### src/rtl/ram_port_arbiter.sv
// Round-robin arbiter sharing one word-wide RAM port among REQS requesters.
// Optional feature macro: RAM_ARB_BURST_EN (owner re-grant up to BURST_MAX accesses).
module ram_port_arbiter #(
  parameter int unsigned REQS      = 4,
  parameter int unsigned BURST_MAX = 4
) (
  input  logic                       CLK,
  input  logic                       nRST,
  input  logic [REQS-1:0]            REN,
  input  logic [REQS-1:0]            WEN,
  input  logic [REQS-1:0][31:0]      addr,
  input  logic [REQS-1:0][31:0]      store,
  output logic [REQS-1:0]            rwait,
  output logic [REQS-1:0][31:0]      load,
  output logic [REQS-1:0]            gnt,
  output logic                       ramREN,
  output logic                       ramWEN,
  output logic [31:0]                ramaddr,
  output logic [31:0]                ramstore,
  input  logic [31:0]                ramload,
  input  logic [1:0]                 ramstate
);

  localparam int unsigned IW = (REQS > 1) ? $clog2(REQS) : 1;

  if (REQS < 2 || REQS > 8 || BURST_MAX < 1) begin : g_bad_cfg
    $error("ram_port_arbiter: REQS must be 2..8 and BURST_MAX at least 1");
  end

  typedef enum logic [1:0] {FREE, BUSY, ACCESS, ERROR} ramstate_t;
  typedef enum logic [1:0] {IDLE, GRANT, RELEASE} state_t;

  state_t          state_q, state_d;
  logic [IW-1:0]   owner_q, owner_d;
  logic [IW-1:0]   rr_ptr_q, rr_ptr_d;
  logic [REQS-1:0] req;
  logic [IW:0]     sel_idle, sel_rel;
  logic [IW-1:0]   rot_ptr;
  logic            rotate;

`ifdef RAM_ARB_BURST_EN
  localparam int unsigned BW = $clog2(BURST_MAX) + 1;
  localparam logic [BW-1:0] BURST_LAST = BW'(BURST_MAX - 1);
  logic [BW-1:0]   burst_cnt_q, burst_cnt_d;
`endif

  // Returns {found, index} of the first requester at or after ptr, wrapping.
  function automatic logic [IW:0] pick(input logic [REQS-1:0] r, input logic [IW-1:0] ptr);
    logic [IW:0]  res;
    int unsigned  idx;
    res = '0;
    for (int unsigned k = 0; k < REQS; k++) begin
      idx = (32'(ptr) + k) % REQS;
      if (!res[IW] && r[IW'(idx)]) res = {1'b1, IW'(idx)};
    end
    return res;
  endfunction

  always_comb begin
    req      = REN | WEN;
    state_d  = state_q;
    owner_d  = owner_q;
    rr_ptr_d = rr_ptr_q;
    rotate   = 1'b1;
`ifdef RAM_ARB_BURST_EN
    burst_cnt_d = burst_cnt_q;
`endif
    gnt      = '0;
    rwait    = '1;
    load     = '0;
    ramREN   = 1'b0;
    ramWEN   = 1'b0;
    ramaddr  = '0;
    ramstore = '0;

    sel_idle = pick(req, rr_ptr_q);
    rot_ptr  = IW'((32'(owner_q) + 1) % REQS);
    sel_rel  = pick(req, rot_ptr);

    case (state_q)
      IDLE: begin
        if (sel_idle[IW]) begin
          owner_d = sel_idle[IW-1:0];
          state_d = GRANT;
`ifdef RAM_ARB_BURST_EN
          burst_cnt_d = '0;
`endif
        end
      end
      GRANT: begin
        gnt[owner_q] = 1'b1;
        ramaddr      = addr[owner_q];
        if (WEN[owner_q]) begin
          ramWEN   = 1'b1;
          ramstore = store[owner_q];
        end else begin
          ramREN   = REN[owner_q];
        end
        // A dropped request aborts even if the RAM completes in the same cycle.
        if (!req[owner_q]) begin
          state_d = IDLE;
        end else if (ramstate == ACCESS) begin
          rwait[owner_q] = 1'b0;
          if (!WEN[owner_q]) load[owner_q] = ramload;
          state_d = RELEASE;
        end
      end
      RELEASE: begin
`ifdef RAM_ARB_BURST_EN
        if (req[owner_q] && (burst_cnt_q < BURST_LAST)) begin
          rotate      = 1'b0;
          burst_cnt_d = burst_cnt_q + 1'b1;
          state_d     = GRANT;
        end
`endif
        if (rotate) begin
          rr_ptr_d = rot_ptr;
`ifdef RAM_ARB_BURST_EN
          burst_cnt_d = '0;
`endif
          if (sel_rel[IW]) begin
            owner_d = sel_rel[IW-1:0];
            state_d = GRANT;
          end else begin
            state_d = IDLE;
          end
        end
      end
      default: state_d = IDLE;
    endcase
  end

  always_ff @(posedge CLK) begin
    if (!nRST) begin
      state_q  <= IDLE;
      owner_q  <= '0;
      rr_ptr_q <= '0;
`ifdef RAM_ARB_BURST_EN
      burst_cnt_q <= '0;
`endif
    end else begin
      state_q  <= state_d;
      owner_q  <= owner_d;
      rr_ptr_q <= rr_ptr_d;
`ifdef RAM_ARB_BURST_EN
      burst_cnt_q <= burst_cnt_d;
`endif
    end
  end

endmodule

### config.mk
export PLATFORM = sky130hd
export DESIGN_NAME = ram_port_arbiter
export DESIGN_NICKNAME = d
export VERILOG_FILES = /design/src/rtl/ram_port_arbiter.sv
export SDC_FILE = /design/constraint.sdc
export NUM_CORES = 1
export LEC_CHECK = 0
export ABC_AREA = 1
export CORE_AREA = 4 4 195 197
export CTS_BUF_LIST = sky130_fd_sc_hd__clkbuf_4
export DETAILED_ROUTE_END_ITERATION = 16
export DIE_AREA = 0 0 199 201
export PLACE_DENSITY_LB_ADDON = 0.25
export SYNTH_ARGS = -nofsm -noshare
export SYNTH_HDL_FRONTEND = slang
export SYNTH_SLANG_ARGS = --single-unit
export TNS_END_PERCENT = 10
### constraint.sdc
create_clock -name CLK -period 2.3 [get_ports CLK]
set_input_delay 0.345 -clock CLK [delete_from_list [all_inputs] [get_ports CLK]]
set_output_delay 0.345 -clock CLK [all_outputs]
set_load 0.01 [all_outputs]
==> flow_summary.toml, run 1 <==
[floorplanning]
io-pin-count = 502
die_y_um = 201
start_util = 0.104
row_count = 70
design.core.area_mm2 = 0.0363
die_area_mm2 = 0.0400
die_w_um = 199

[sta]
fin_skew_ns = 0.0106
fin_ws_ns = -0.292
setup_viol_count_final = 44
relSlewSlack = 0.615
hold_violations = 0
period_share = 1.13
max_freq_mhz = 386
rsz0062_at_grt = "yes"
tightest_slew_ns = 0.576
maxSlewViolCount = 0
period_minus_slack_ns = 2.59

[routing]
drt_wl_total_um = 32600
drt-initial-drc-count = 280
vias = 7484
wl_per_cell_um = 17.6
routed-wl-met2_um = 17200
viasPerCell = 4.05
highest_layer = "met4"
antenna_left = 0
drc_errors = 0
dr_wl_met3_um = 2840
wirelength_met1_um = 11900
drtPass1Iterations = 6

[worst_hold_path]
hp-class = "reg -> reg"
whs_endpoint = "rr_ptr_q[1]"
min_path_cells = 2
min_from = "rr_ptr_q[1]"

[placement]
post-place-ws_ns = -0.609
place.gp.congestion = 0.847
port_buffers = 501
hpwl_um = 26400

[global_routing]
grt_max_degree = 57
grt_pass1_vias = 7427
grt_antenna_before_repair = 8
grt_pass1_wl_um = 45300
grtUsageTotal = 0.146
overflow = 0

[cts]
path_clk_slew_ns = 0.06
clockBufferDepth = 2
cts_tree = "yes"
clk_latency_ns = 0.25
cts_max_level = 1
cts.sinks = 6
postCtsHoldBufs = 0
clockRootBuffer = "clkbuf_4"
cts_buffers = 3

[critical_path]
worst_ep_arrival_time_ns = 2.25
crit_family = "buffers and inverters"
critPathRequiredTime_ns = 1.96
cp_cell_sequence = "buf_4, nand2_1, a21oi_2, a21oi_4, buf_12, buf_6, nand2_1, nor2_1, clkdlybuf4s50_1"
cp_slowest_stage_delay_ns = 0.55
cp_num_buf_inv = 4
r2r_cells = 20
rr_endpoint = "owner_q[0]"
r2r_start = "owner_q[0]"
cpMostUsedCell = "nand2_1"
cp-end-kind = "output pin"
critPathLaunchType = "flop"
path_class = "reg -> out"
crit_fanout = 8
reg2reg_slack_ns = -0.13
cp_slowest_cell = "clkdlybuf4s50_1"

[outcome]
status = "finished, violations left"
violations = "negative setup slack"

[pwr]
p_leak_nw = 5.33
vdd_drop_max_mv = 0.274
power.density_mw_per_mm2 = 537
power_mw = 5.41

[cells_and_area]
drive_above_1_share = 0.197
fillers = 4126
syn_to_final_growth_pct = 167
nets = 1684

[yosys]
async_reset_ff_frac = 0
synth_top_cell_by_area = "nor2_1"
synth_edf_count = 0
synth_area_leaders = "nor2_1, o21ai_0, nand2_1, a21oi_1, buf_2"
syn_avg_cell_area_um2 = 4.44
synth_area_mm2 = 0.00378
synth-seq-cells = 6
yosys-top-cells-count = "nor2_1, o21ai_0, nand2_1"
ys_seq_area_frac = 0.0318
synth_cells = 851
yosys.cell_count.top_type = "nor2_1"
syn_nets = 1155
synth_cell_types = 28
ys_warn_count = 0
synthFlopType = "dfxtp_1"
synth_top_area_frac = 0.404

[job]
drv_cap = 0
where the power goes:
| part | switching, mW | internal (mW) |
|---|---|---|
| sequential | 0.0397 | 0.133 |
| clock | 0.0477 | 0.0781 |
| combinational | 2.86 | 2.25 |
registers in the layout, summed over array words and instances (netlist names):
name,flops
state_q,2
owner_q,2
rr_ptr_q,2
cell type report:
| cell class | count | area, µm² | share of cell area |
|---|---|---|---|
| multi-input combinational | 752 | 3450 | 0.343 |
| antenna | 1 | 2.50 | 0.000248 |
| timing repair buffer | 592 | 5780 | 0.573 |
| inverter | 25 | 101 | 0.0101 |
| sequential | 6 | 128 | 0.0127 |
| tap | 468 | 586 | 0.0581 |
| clock buffer | 4 | 30.0 | 0.00298 |
tightest hold or removal path: cells and delay by family (launching register included):
kind | cells | cell delay [ns]
flops | 1 | 0.34
compound gates | 2 | 0.21
metrics by stage:
| step | TNS [ns] | instances | area (µm²) | utilization | hold WS, ns |
|---|---|---|---|---|---|
| 2_1_floorplan | 0 | 851 | 3780 | - | 0.465 |
| 3_3_place_gp | -73.09 | 1815 | 9690 | 0.267 | 0.589 |
| 3_5_place_dp | -68.55 | 1815 | 9690 | 0.267 | 0.590 |
| 4_1_cts | -20.61 | 1841 | 9890 | 0.273 | 0.599 |
| 5_1_grt | -14.47 | 1848 | 10100 | 0.278 | 0.635 |
| 6_report | -4.85 | 1848 | 10100 | 0.278 | 0.594 |
what timing repair did:
item | in CTS | in global routing
buffers inserted | 20 | 3
gates cloned | 2 | 3
pin swaps | 2 | 3
setup endpoints to repair | 202 | 200
gates resized for setup | 325 | 191
worst max path at each step:
stage	from	to	slack, ns	cells after the start
3_3_place_gp	WEN[2]	ramstore[21]	-0.63	9
4_1_cts	owner_q[0]	load[91]	-0.31	8
3_5_place_dp	WEN[2]	ramstore[21]	-0.61	9
6_report	owner_q[0]	load[125]	-0.29	9
5_1_grt	owner_q[0]	load[125]	-0.38	9
2_1_floorplan	owner_q[0]	owner_q[0]	0.06	17
cell usage in the layout (no fill, tap or decap), types with 3 or more instances in the layout:
cell type / netlist / routed
nand2_1: 95 / 65
dlygate4sd2_1: 0 / 34
a21oi_2: 1 / 9
dfxtp_1: 6 / 4
inv_1: 21 / 20
nor2_2: 2 / 18
clkbuf_4: 0 / 4
inv_4: 0 / 3
nand3_4: 1 / 4
clkbuf_2: 0 / 27
a21oi_1: 69 / 60
buf_2: 27 / 47
ha_1: 4 / 4
buf_4: 3 / 60
dlymetal6s2s_1: 0 / 64
clkdlybuf4s15_2: 0 / 20
nand3_1: 17 / 16
nand2_2: 3 / 32
nand4_1: 4 / 4
o21ai_2: 1 / 3
buf_12: 0 / 15
o21ai_0: 136 / 135
buf_6: 4 / 14
clkdlybuf4s50_1: 0 / 307
nor2_1: 407 / 389
kinds of logic (layout without fill, tap and decap cells):
group,Yosys count,in the layout,synth area share
and+or+nand+nor,536,536,0.556
AOI/OAI and AO/OA,212,212,0.287
buffers and inverters,93,621,0.112
DFF,6,6,0.0318
adders and majority gates,4,4,0.0132
other,0,1,0
per-layer routing:
metal	global-route usage	vias to the layer above
met4	0.0254	0
met3	0.0349	30
met5	0	-
met1	0.156	3301
met2	0.288	373
li1	-	3780
(Power assumes the default switching activity.)
==> inputs of run 2 (changes only) <==
--- a/config.mk
+++ b/config.mk
@@ -10,6 +10,7 @@
 export CTS_BUF_LIST = sky130_fd_sc_hd__clkbuf_4
 export DETAILED_ROUTE_END_ITERATION = 16
 export DIE_AREA = 0 0 199 201
+export HOLD_SLACK_MARGIN = 0.03
 export PLACE_DENSITY_LB_ADDON = 0.25
 export SYNTH_ARGS = -nofsm -noshare
 export SYNTH_HDL_FRONTEND = slang
==> results of run 2 <==
No change in the layout: final DEF, timing and power equal those of run 1.
==> inputs of run 3 (changes only) <==
--- a/config.mk
+++ b/config.mk
@@ -5,11 +5,10 @@
 export SDC_FILE = /design/constraint.sdc
 export NUM_CORES = 1
 export LEC_CHECK = 0
-export ABC_AREA = 1
-export CORE_AREA = 4 4 195 197
+export CORE_AREA = 4 4 193 195
 export CTS_BUF_LIST = sky130_fd_sc_hd__clkbuf_4
 export DETAILED_ROUTE_END_ITERATION = 16
-export DIE_AREA = 0 0 199 201
+export DIE_AREA = 0 0 197 199
 export HOLD_SLACK_MARGIN = 0.03
 export PLACE_DENSITY_LB_ADDON = 0.25
 export SYNTH_ARGS = -nofsm -noshare
==> flow_summary.toml, run 3 <==
[cts]
cts_buffers = 3
cts_max_level = 1
clk_latency_ns = 0.25
clockBufferDepth = 2
cts_tree = "yes"
clockRootBuffer = "clkbuf_4"
cts.sinks = 6
path_clk_slew_ns = 0.05
postCtsHoldBufs = 0

[cells_and_area]
fillers = 3885
drive_above_1_share = 0.380
layout_common_cells = "clkdlybuf4s50_1, buf_2, nor2_1"
nets = 1257
fin_area_mm2 = 0.00945
syn_to_final_growth_pct = 179
final_common_cell = "clkdlybuf4s50_1"
regArea_um2 = 128
largest_registers = "owner_q: 2 flops, rr_ptr_q: 2 flops, state_q: 2 flops"
utilization = 0.267
multi_input_area_mm2 = 0.00328

[placement]
hpwl_um = 22300
port_buffers = 501
place.gp.congestion = 0.840
dpl_cell_area_mm2 = 0.00933

[yosys]
synth_top_cell_by_area = "mux4_2"
async_reset_ff_frac = 0
ys_warn_count = 0
syn_nets = 717
yosys.cell_count.top_type = "nor2_1"
synth-seq-cells = 6
synth_cells = 413
synth_area_leaders = "mux4_2, nor2_1, and2_1, buf_6, nand2_1"
synth_area_mm2 = 0.00338
synth_edf_count = 0
synth_cell_types = 38
ys_seq_area_frac = 0.0355
syn_avg_cell_area_um2 = 8.19
synthFlopType = "dfxtp_1"
synth_top_area_frac = 0.440
yosys-top-cells-count = "nor2_1, and2_1, mux4_2"

[floorplanning]
die_area_mm2 = 0.0392
row_count = 69
die_y_um = 199
design.core.area_mm2 = 0.0354
start_util = 0.0955
io-pin-count = 502
die_w_um = 197

[routing]
drc_errors = 0
routed-wl-met2_um = 13800
drt-initial-drc-count = 154
vias = 5470
antenna_left = 0
drt_wl_total_um = 26600
dr_wl_met3_um = 2320
highest_layer = "met5"
drtPass1Iterations = 4
wirelength_met1_um = 10100
viasPerCell = 3.86
wl_per_cell_um = 18.8

[critical_path]
crit_fanout = 8
r2r_start = "owner_q[0]"
rr_endpoint = "owner_q[0]"
path_class = "reg -> out"
crit_path_start = "owner_q[0]"
endpoint = "ramaddr[9]"
cp-end-kind = "output pin"
critPathRequiredTime_ns = 1.96
worst_ep_arrival_time_ns = 2.13
reg2reg_slack_ns = 0.03
r2r_cells = 10
critPathLaunchType = "flop"

[sta]
hold_violations = 0
tightest_slew_ns = 0.451
setup_viol_count_final = 158
rsz0062_at_grt = "yes"
relSlewSlack = 0.696
max_freq_mhz = 404
maxSlewViolCount = 0
fin_ws_ns = -0.176
fin_skew_ns = 0.00352
period_minus_slack_ns = 2.48
period_share = 1.08

[worst_hold_path]
hp-class = "reg -> reg"
min_from = "rr_ptr_q[1]"

[global_routing]
grt_pass1_vias = 5691
grt_max_degree = 38
grtUsageTotal = 0.121
overflow = 0
grt_antenna_before_repair = 7
grt_pass1_wl_um = 36200

[pwr]
power.density_mw_per_mm2 = 219
power_mw = 2.07
vdd_drop_max_mv = 0.107
p_leak_nw = 4.57

[job]
drv_cap = 0

[outcome]
status = "finished, violations left"
violations = "negative setup slack"
run 3: changes by cell type after synthesis, sizes merged, moves of 9 or more:
cell | previous run | this run
mux4 | 0 | 66
nand3 | 22 | 2
nor2 | 409 | 138
a21oi | 71 | 7
and2 | 1 | 68
clkbuf | 26 | 17
inv | 25 | 3
o21ai | 139 | 5
buf | 42 | 23
nand2 | 98 | 39
run 3: cell type report:
type	count	share of cell area
sequential	6	0.0135
tap	461	0.0611
clock buffer	3	0.00238
timing repair buffer	574	0.573
multi-input combinational	365	0.348
antenna	4	0.00106
inverter	3	0.00119
run 3: worst min path at each step:
stage | slack [ns] | endpoint | depth (start not counted)
after floorplan | 0.48 | owner_q[1] | 2
after global placement | 0.53 | rr_ptr_q[1] | 2
after detailed placement | 0.54 | rr_ptr_q[1] | 2
after CTS | 0.55 | rr_ptr_q[1] | 2
after global routing | 0.60 | rr_ptr_q[1] | 2
final | 0.56 | rr_ptr_q[1] | 2
run 3: power by group:
part           leakage (nW)  total [mW]  switching [mW]  internal (mW)
Combinational          4.51        1.85           0.703           1.15
Clock                0.0138      0.0985          0.0394         0.0591
Sequential           0.0505       0.116         0.00552          0.110
run 3: worst max-delay path, cell delays in order, from the launching register on:
cell and delay (ns):
dfxtp_4 0.36, buf_6 0.14, buf_12 0.12, buf_4 0.17, buf_4 0.16, mux4_2 0.48, and2_1 0.16, dlygate4sd2_1 0.30
run 3: metrics by stage:
step / setup WS [ns] / std cells / hold slack (ns) / setup TNS (ns)
finish: -0.176 / 1416 / 0.555 / -13.46
global route: -0.307 / 1414 / 0.599 / -33.04
CTS: -0.400 / 1396 / 0.551 / -36.18
detailed placement: -0.871 / 1390 / 0.544 / -115.11
global placement: -0.864 / 1390 / 0.533 / -115.19
floorplan: 0.0731 / 413 / 0.483 / 0
run 3: routing by layer:
metal,GRT usage,up-vias
met5,0,-
met4,0.0144,2
met3,0.0324,22
met2,0.228,302
met1,0.140,2584
li1,-,2560
run 3: what timing repair did:
action	in CTS	in global routing
cloned	1	4
pin swaps	40	3
resized for setup	561	162
hold endpoints to repair	0	0
setup buffers	2	12
endpoints found under the setup margin	200	199
run 3: cell families after synthesis:
group,Yosys count,synth area share
buffers and inverters,43,0.0781
adder cells (fa/ha/maj),4,0.0148
AO/OA/AOI/OAI,28,0.0555
multiplexers,69,0.449
flip-flops,6,0.0355
AND/OR/NAND/NOR,263,0.367
